### config.mk
export PLATFORM = sky130hd
export DESIGN_NAME = mul_div_unit
export DESIGN_NICKNAME = d
export VERILOG_FILES = /design/src/rtl/mul_div_unit.sv
export SDC_FILE = /design/constraint.sdc
export NUM_CORES = 1
export LEC_CHECK = 0
export ABC_CLOCK_PERIOD_IN_PS = 10150
export CAP_MARGIN = 10
export CORE_MARGIN = 1.5
export CORE_UTILIZATION = 55
export DETAILED_ROUTE_END_ITERATION = 16
export PLACE_DENSITY = 0.78
export SLEW_MARGIN = 0
export SYNTH_ARGS = -nofsm -noshare
export SYNTH_HDL_FRONTEND = slang
export SYNTH_SLANG_ARGS = --single-unit
### constraint.sdc
create_clock -name Clk -period 10.15 [get_ports Clk]
set_input_delay 1.015 -clock Clk [delete_from_list [all_inputs] [get_ports Clk]]
set_output_delay 1.015 -clock Clk [all_outputs]
set_load 0.02 [all_outputs]
### src/rtl/mul_div_unit.sv
// Iterative 32x32 multiply/divide engine: shift-add multiply and restoring divide
// at one bit per clock, with sign correction and a one-cycle {Hi,Lo} write strobe.
module mul_div_unit #(
    parameter int WIDTH = 32
) (
    input  logic                 Clk,
    input  logic                 Rst,
    input  logic                 Start,
    input  logic [1:0]           Op,
    input  logic [WIDTH-1:0]     A,
    input  logic [WIDTH-1:0]     B,
    output logic                 Busy,
    output logic                 Done,
    output logic                 HiLoEn,
    output logic [2*WIDTH-1:0]   HiLoWrite,
    output logic                 DivZero
);
    localparam int CW = $clog2(WIDTH);
    localparam logic [CW-1:0]      CNT_LAST = CW'(WIDTH - 1);
    localparam logic [CW-1:0]      CNT_ONE  = CW'(1);
    localparam logic [WIDTH-1:0]   ONE_W    = {{(WIDTH-1){1'b0}}, 1'b1};
    localparam logic [2*WIDTH-1:0] ONE_2W   = {{(2*WIDTH-1){1'b0}}, 1'b1};

    typedef enum logic [1:0] {
        S_IDLE = 2'd0,
        S_CALC = 2'd1,
        S_FIX  = 2'd2,
        S_DONE = 2'd3
    } state_e;

    function automatic logic [WIDTH-1:0] neg_w(input logic [WIDTH-1:0] v);
        return ~v + ONE_W;
    endfunction

    function automatic logic [2*WIDTH-1:0] neg_2w(input logic [2*WIDTH-1:0] v);
        return ~v + ONE_2W;
    endfunction

    // 0x80000000 maps onto itself, which is exactly the unsigned magnitude we need
    function automatic logic [WIDTH-1:0] magnitude(input logic [WIDTH-1:0] v, input logic is_signed);
        return (is_signed && v[WIDTH-1]) ? neg_w(v) : v;
    endfunction

    state_e             state_q, state_d;
    logic [CW-1:0]      cnt_q, cnt_d;
    logic [1:0]         op_q, op_d;
    logic               sign_a_q, sign_a_d;
    logic               sign_b_q, sign_b_d;
    logic [WIDTH-1:0]   opa_q, opa_d;
    logic [WIDTH-1:0]   opb_q, opb_d;
    logic [WIDTH:0]     acc_hi_q, acc_hi_d;
    logic [WIDTH-1:0]   acc_lo_q, acc_lo_d;
    logic               busy_q, busy_d;
    logic               done_q, done_d;
    logic               hilo_en_q, hilo_en_d;
    logic               div_zero_q, div_zero_d;
    logic [2*WIDTH-1:0] hilo_write_q, hilo_write_d;

    logic [WIDTH-1:0]   mag_a_s;
    logic [WIDTH-1:0]   mag_b_s;
    logic [WIDTH:0]     mul_sum_s;
    logic [WIDTH:0]     div_shift_s;
    logic [WIDTH:0]     div_diff_s;
    logic [2*WIDTH-1:0] product_s;
    logic [WIDTH-1:0]   orig_a_s;
    logic               div_by_zero_s;

    // Multiply keeps {partial product, remaining multiplier} in acc_hi/acc_lo;
    // divide keeps {remainder, dividend shifting into quotient} in the same pair.
    assign mag_a_s       = magnitude(A, Op[0]);
    assign mag_b_s       = magnitude(B, Op[0]);
    assign mul_sum_s     = acc_hi_q + (acc_lo_q[0] ? {1'b0, opa_q} : {(WIDTH+1){1'b0}});
    assign div_shift_s   = {acc_hi_q[WIDTH-1:0], acc_lo_q[WIDTH-1]};
    assign div_diff_s    = div_shift_s - {1'b0, opb_q};
    assign product_s     = {acc_hi_q[WIDTH-1:0], acc_lo_q};
    assign orig_a_s      = sign_a_q ? neg_w(opa_q) : opa_q;
    assign div_by_zero_s = op_q[1] && (opb_q == {WIDTH{1'b0}});

    // Next-state, datapath and output-flop computation
    always_comb begin
        state_d      = state_q;
        cnt_d        = cnt_q;
        op_d         = op_q;
        sign_a_d     = sign_a_q;
        sign_b_d     = sign_b_q;
        opa_d        = opa_q;
        opb_d        = opb_q;
        acc_hi_d     = acc_hi_q;
        acc_lo_d     = acc_lo_q;
        hilo_write_d = hilo_write_q;
        busy_d       = (state_q == S_CALC) || (state_q == S_FIX);
        done_d       = (state_q == S_DONE);
        hilo_en_d    = (state_q == S_DONE);
        div_zero_d   = (state_q == S_DONE) && div_by_zero_s;

        case (state_q)
            S_IDLE: begin
                if (Start) begin
                    op_d     = Op;
                    sign_a_d = Op[0] & A[WIDTH-1];
                    sign_b_d = Op[0] & B[WIDTH-1];
                    opa_d    = mag_a_s;
                    opb_d    = mag_b_s;
                    acc_hi_d = {(WIDTH+1){1'b0}};
                    acc_lo_d = Op[1] ? mag_a_s : mag_b_s;
                    cnt_d    = CNT_LAST;
                    state_d  = S_CALC;
                end else begin
                    state_d  = S_IDLE;
                end
            end
            S_CALC: begin
                if (op_q[1]) begin
                    if (!div_diff_s[WIDTH]) begin
                        acc_hi_d = div_diff_s;
                        acc_lo_d = {acc_lo_q[WIDTH-2:0], 1'b1};
                    end else begin
                        acc_hi_d = div_shift_s;
                        acc_lo_d = {acc_lo_q[WIDTH-2:0], 1'b0};
                    end
                end else begin
                    acc_hi_d = {1'b0, mul_sum_s[WIDTH:1]};
                    acc_lo_d = {mul_sum_s[0], acc_lo_q[WIDTH-1:1]};
                end
                if (cnt_q == {CW{1'b0}}) begin
                    state_d = S_FIX;
                end else begin
                    cnt_d = cnt_q - CNT_ONE;
                end
            end
            S_FIX: begin
                // Divide by zero reports the untouched dividend and an all-ones quotient
                if (div_by_zero_s) begin
                    hilo_write_d = {orig_a_s, {WIDTH{1'b1}}};
                end else if (op_q[1]) begin
                    hilo_write_d = {sign_a_q ? neg_w(acc_hi_q[WIDTH-1:0]) : acc_hi_q[WIDTH-1:0],
                                    (sign_a_q ^ sign_b_q) ? neg_w(acc_lo_q) : acc_lo_q};
                end else begin
                    hilo_write_d = (sign_a_q ^ sign_b_q) ? neg_2w(product_s) : product_s;
                end
                state_d = S_DONE;
            end
            S_DONE: begin
                state_d = S_IDLE;
            end
            default: begin
                state_d = S_IDLE;
            end
        endcase
    end

    // State and datapath registers with asynchronous clear
    always_ff @(posedge Clk or negedge Rst) begin
        if (!Rst) begin
            state_q      <= S_IDLE;
            cnt_q        <= {CW{1'b0}};
            op_q         <= 2'b00;
            sign_a_q     <= 1'b0;
            sign_b_q     <= 1'b0;
            opa_q        <= {WIDTH{1'b0}};
            opb_q        <= {WIDTH{1'b0}};
            acc_hi_q     <= {(WIDTH+1){1'b0}};
            acc_lo_q     <= {WIDTH{1'b0}};
            busy_q       <= 1'b0;
            done_q       <= 1'b0;
            hilo_en_q    <= 1'b0;
            div_zero_q   <= 1'b0;
            hilo_write_q <= {(2*WIDTH){1'b0}};
        end else begin
            state_q      <= state_d;
            cnt_q        <= cnt_d;
            op_q         <= op_d;
            sign_a_q     <= sign_a_d;
            sign_b_q     <= sign_b_d;
            opa_q        <= opa_d;
            opb_q        <= opb_d;
            acc_hi_q     <= acc_hi_d;
            acc_lo_q     <= acc_lo_d;
            busy_q       <= busy_d;
            done_q       <= done_d;
            hilo_en_q    <= hilo_en_d;
            div_zero_q   <= div_zero_d;
            hilo_write_q <= hilo_write_d;
        end
    end

    assign Busy      = busy_q;
    assign Done      = done_q;
    assign HiLoEn    = hilo_en_q;
    assign DivZero   = div_zero_q;
    assign HiLoWrite = hilo_write_q;

endmodule

==> run summary <==
==============================================================================
Met2 Resource Use GR                                                     0.566
Die W                                                                   176 um
Number of nets in the finished design                                     2254
Half-perimeter wire length of the detailed placement result           42500 um
Worst clock skew                                                     0.0126 ns
Critical path, cell by cell                                       inv_1, ha_1, fa_1, nand2b_1, a211oi_1, o2111ai_1, o221ai_1, a211o_1, a41o_1, a21o_1, a21o_1, ha_1, inv_1, nand2_1, nor2_1, a22o_1, a21oi_1, o21ai_0
Family with the most delay on the worst path                      compound AO/OA/AOI/OAI gates
Layout overhead on the synthesized area                                  14.8%
Final routed wirelength across all metal layers                       55700 um
First-pass GRT wire length                                            85000 um
Maximum number of pins on one net before global-route repair                92
Unrepaired setup endpoints after global routing                          false
Total core area                                                     0.0296 mm2
Busiest metal layer after global routing                                  met2
Setup ws final                                                         5.26 ns
Predominant post-synthesis flop cell                                   dfrtp_1
Global routing usage on met3                                            0.0617
Starting density of the core                                             0.556
Warning count from the yosys run                                             0
Number of enable flip-flop cells after synthesis                             0
Rows                                                                        63
Worst Path Max Fanout                                                       15
Buffering stage count on the worst path with inverters included              2
Met1 Usage GRT                                                           0.469
Final critical-path share of the clock period                            0.481
Mean area per synthesized cell                                        8.06 um2
All-layer global routing usage                                           0.355
Critical path launch point type                                       register
Number of cells upsized or downsized after cts                               0
CTS HTree Levels                                                             1
Worst hold path class                                               reg -> reg
Power per standard cell area                                        383 mW/mm2
Worst relative slew slack                                                0.318
Post-detailed-route wirelength per cell                                22.2 um
I/O pin count                                                              137
CTS hold repair buffers                                                      0
Final count of pins violating max slew                                       0
Worst endpoint required time                                          10.61 ns
CP arrival                                                             5.34 ns
Clock-pin slew on the worst setup and hold paths                       0.07 ns
Antenna violations before repair                                             1
Share of post-route cells with drive strength above 1                   0.0579
Final setup violation count                                                  0
Post-layout min period                                                 4.89 ns
Ant diodes                                                                   0
Final total negative setup slack                                          0 ns
Maximum clock path buffer count                                              3
Die Footprint                                                       0.0309 mm2
Grt ovf                                                                      0
Buffers inserted by post-CTS timing repair                                   0
Count of unresolved DRC violations after routing                             0
First-pass DRT Iterations                                                    6
Post-synth design cell area                                         0.0164 mm2
Cell area reported after detailed placement                         0.0180 mm2
Clock Root Buffer                                                    clkbuf_16
Library cells used by synthesis                                             80
Actual slew at the worst max-slew pin                                  1.02 ns
Async S/R FF share, synth                                                 1.00
Hold violation count in the final report                                     0
Sequential cell area fraction in the yosys report                        0.314
Number of global-route vias before repair                                15000
CP max stage delay                                                     0.52 ns
Max-cap violations                                                           0
Finished layout cell area                                           0.0189 mm2
Pre-CTS worst setup slack                                              5.48 ns
Vertical die dimension                                                  176 um
Post-Syn Nets                                                             2186
TritonCTS clock tree                                                       yes
Crit end category                                                     register
Via/cell ratio                                                            6.42
Iteration-0 DRC count of the detailed router                              1946
Achievable Freq                                                        205 MHz
CP max stage cell                                                     o221ai_1
Instance count of the mapped netlist                                      2039
Class of the most critical setup path                               reg -> reg
Final RePlAce weighted congestion                                         1.00
Overall via count from detail_route                                      16100
Standby leakage power                                                  7.94 nW
Yosys reg bits                                                             206
Insertion delay to the later sink of the worst-skew pair               0.53 ns
Result of the run                                                 complete, no violations
Routed Antenna Nets                                                          0
Total clock buffers created by CTS                                          24
Worst voltage drop across the vdd grid                                0.218 mV
Buffers on Ports                                                           136
Clock sink count                                                           206
==============================================================================
==> cells by family after synthesis <==
kind of cell | Yosys count | share of synthesized area
multiplexers | 54 | 0.0353
AND/OR/NAND/NOR | 654 | 0.190
adder cells (fa/ha/maj) | 78 | 0.0603
XOR/XNOR | 205 | 0.109
buffers and inverters | 193 | 0.0449
AO/OA/AOI/OAI | 649 | 0.246
flip-flops | 206 | 0.314
==> metrics by stage <==
| step | hold WS [ns] | std cells | power [mW] | util |
|---|---|---|---|---|
| after global placement | 0.466 | 2471 | 6.09 | 0.610 |
| after floorplan | 0.450 | 2039 | 4.76 | - |
| final | 0.483 | 2514 | 7.22 | 0.638 |
| after CTS | 0.486 | 2514 | 7.12 | 0.638 |
| after detailed placement | 0.471 | 2471 | 6.17 | 0.610 |
| after global routing | 0.518 | 2514 | 7.68 | 0.638 |
==> layer usage <==
metal,share of wire,vias up
met5,0,-
met4,0.053,0
met3,0.090,170
met1,0.41,7658
met2,0.45,841
li1,-,7470
==> state kept, by name (all words and copies together) (netlist names) <==
signal,cells
HiLoWrite,64
acc_hi_q,33
acc_lo_q,32
opa_q,32
opb_q,32
cnt_q,5
state_q,2
Busy,1
DivZero,1
HiLoEn,1
op_q,1
sign_a_q,1
sign_b_q,1
==> where the power goes <==
group          switching, mW  internal, mW  leakage [nW]  total (mW)
Clock                  0.369         0.550         0.402       0.919
Combinational           2.73          1.79          5.02        4.53
Sequential             0.573          1.19          2.52        1.77
Total                   3.68          3.54          7.94        7.22
==> final cells by class <==
| cell class | count | area (um2) |
|---|---|---|
| tap | 390 | 488 |
| clock buffer | 33 | 684 |
| fill | 2598 | 10700 |
| timing repair buffer | 157 | 1520 |
| sequential | 206 | 5160 |
| inverter | 78 | 293 |
| multi-input combinational | 1640 | 10600 |
| clock inverter | 10 | 149 |
==> worst min-delay path, delay by kind of cell (launching register included) <==
kind	cells	cell delay (ns)
flip-flops	1	0.34
AND/OR/NAND/NOR	1	0.05
AO/OA/AOI/OAI	1	0.06
==> cell usage in the layout (no fill, tap or decap), types with 14 or more instances in the layout <==
| cell type | instances |
|---|---|
| mux2i_1 | 25 |
| xor2_1 | 84 |
| nand3_1 | 33 |
| a21oi_1 | 170 |
| o21ai_0 | 198 |
| or4_1 | 14 |
| nand4_1 | 14 |
| xnor2_1 | 121 |
| buf_4 | 21 |
| a21o_1 | 36 |
| clkdlybuf4s50_1 | 134 |
| nor4_1 | 21 |
| or3_1 | 19 |
| inv_1 | 77 |
| o22a_1 | 25 |
| nor3_1 | 48 |
| mux2_2 | 28 |
| a211oi_1 | 37 |
| nor2_1 | 171 |
| clkbuf_16 | 24 |
| nor2b_1 | 15 |
| nand2_1 | 217 |
| nand2b_1 | 20 |
| a31oi_1 | 26 |
| and2_1 | 38 |
| dfrtp_1 | 205 |
| ha_1 | 74 |
| o31ai_1 | 30 |
==> synth_stat cells, types with 14 or more instances <==
library cell,number,area share
mux2i_1,25,0.015
nand3_1,33,0.010
xnor2_1,121,0.064
nor2b_1,15,0.0057
nand2_1,218,0.050
and2_1,38,0.014
o31ai_1,30,0.014
ha_1,76,0.058
nand4_1,14,0.0053
o22a_1,25,0.013
inv_1,77,0.018
clkbuf_1,106,0.024
a21oi_1,171,0.052
o21ai_0,199,0.061
nor2_1,171,0.039
nand2b_1,20,0.0076
or4_1,14,0.0064
mux2_2,28,0.019
xor2_1,84,0.045
or3_1,19,0.0072
a31oi_1,26,0.0099
dfrtp_1,206,0.31
nor3_1,48,0.015
a21o_1,36,0.016
nor4_1,22,0.0084
a211oi_1,37,0.017
==> final timing paths <==
path / to / from / slack, ns / cells past startpoint
worst max-delay path: acc_hi_q[22]$_DFFE_PN0P_ / acc_lo_q[31]$_DFFE_PN0P_ / 5.26 / 18
worst min-delay path: opb_q[19]$_DFFE_PN0P_ / opb_q[19]$_DFFE_PN0P_ / 0.48 / 2
worst max register to register: acc_hi_q[22]$_DFFE_PN0P_ / acc_lo_q[31]$_DFFE_PN0P_ / 5.26 / 18
worst min register to register: opb_q[19]$_DFFE_PN0P_ / opb_q[19]$_DFFE_PN0P_ / 0.48 / 2
min in group asynchronous: acc_hi_q[29]$_DFFE_PN0P_ / Rst / 0.54 / 1
max in group asynchronous: HiLoWrite[11]$_DFFE_PN0P_ / Rst / 8.24 / 2
No activity file was read; power rests on OpenSTA's default activity.
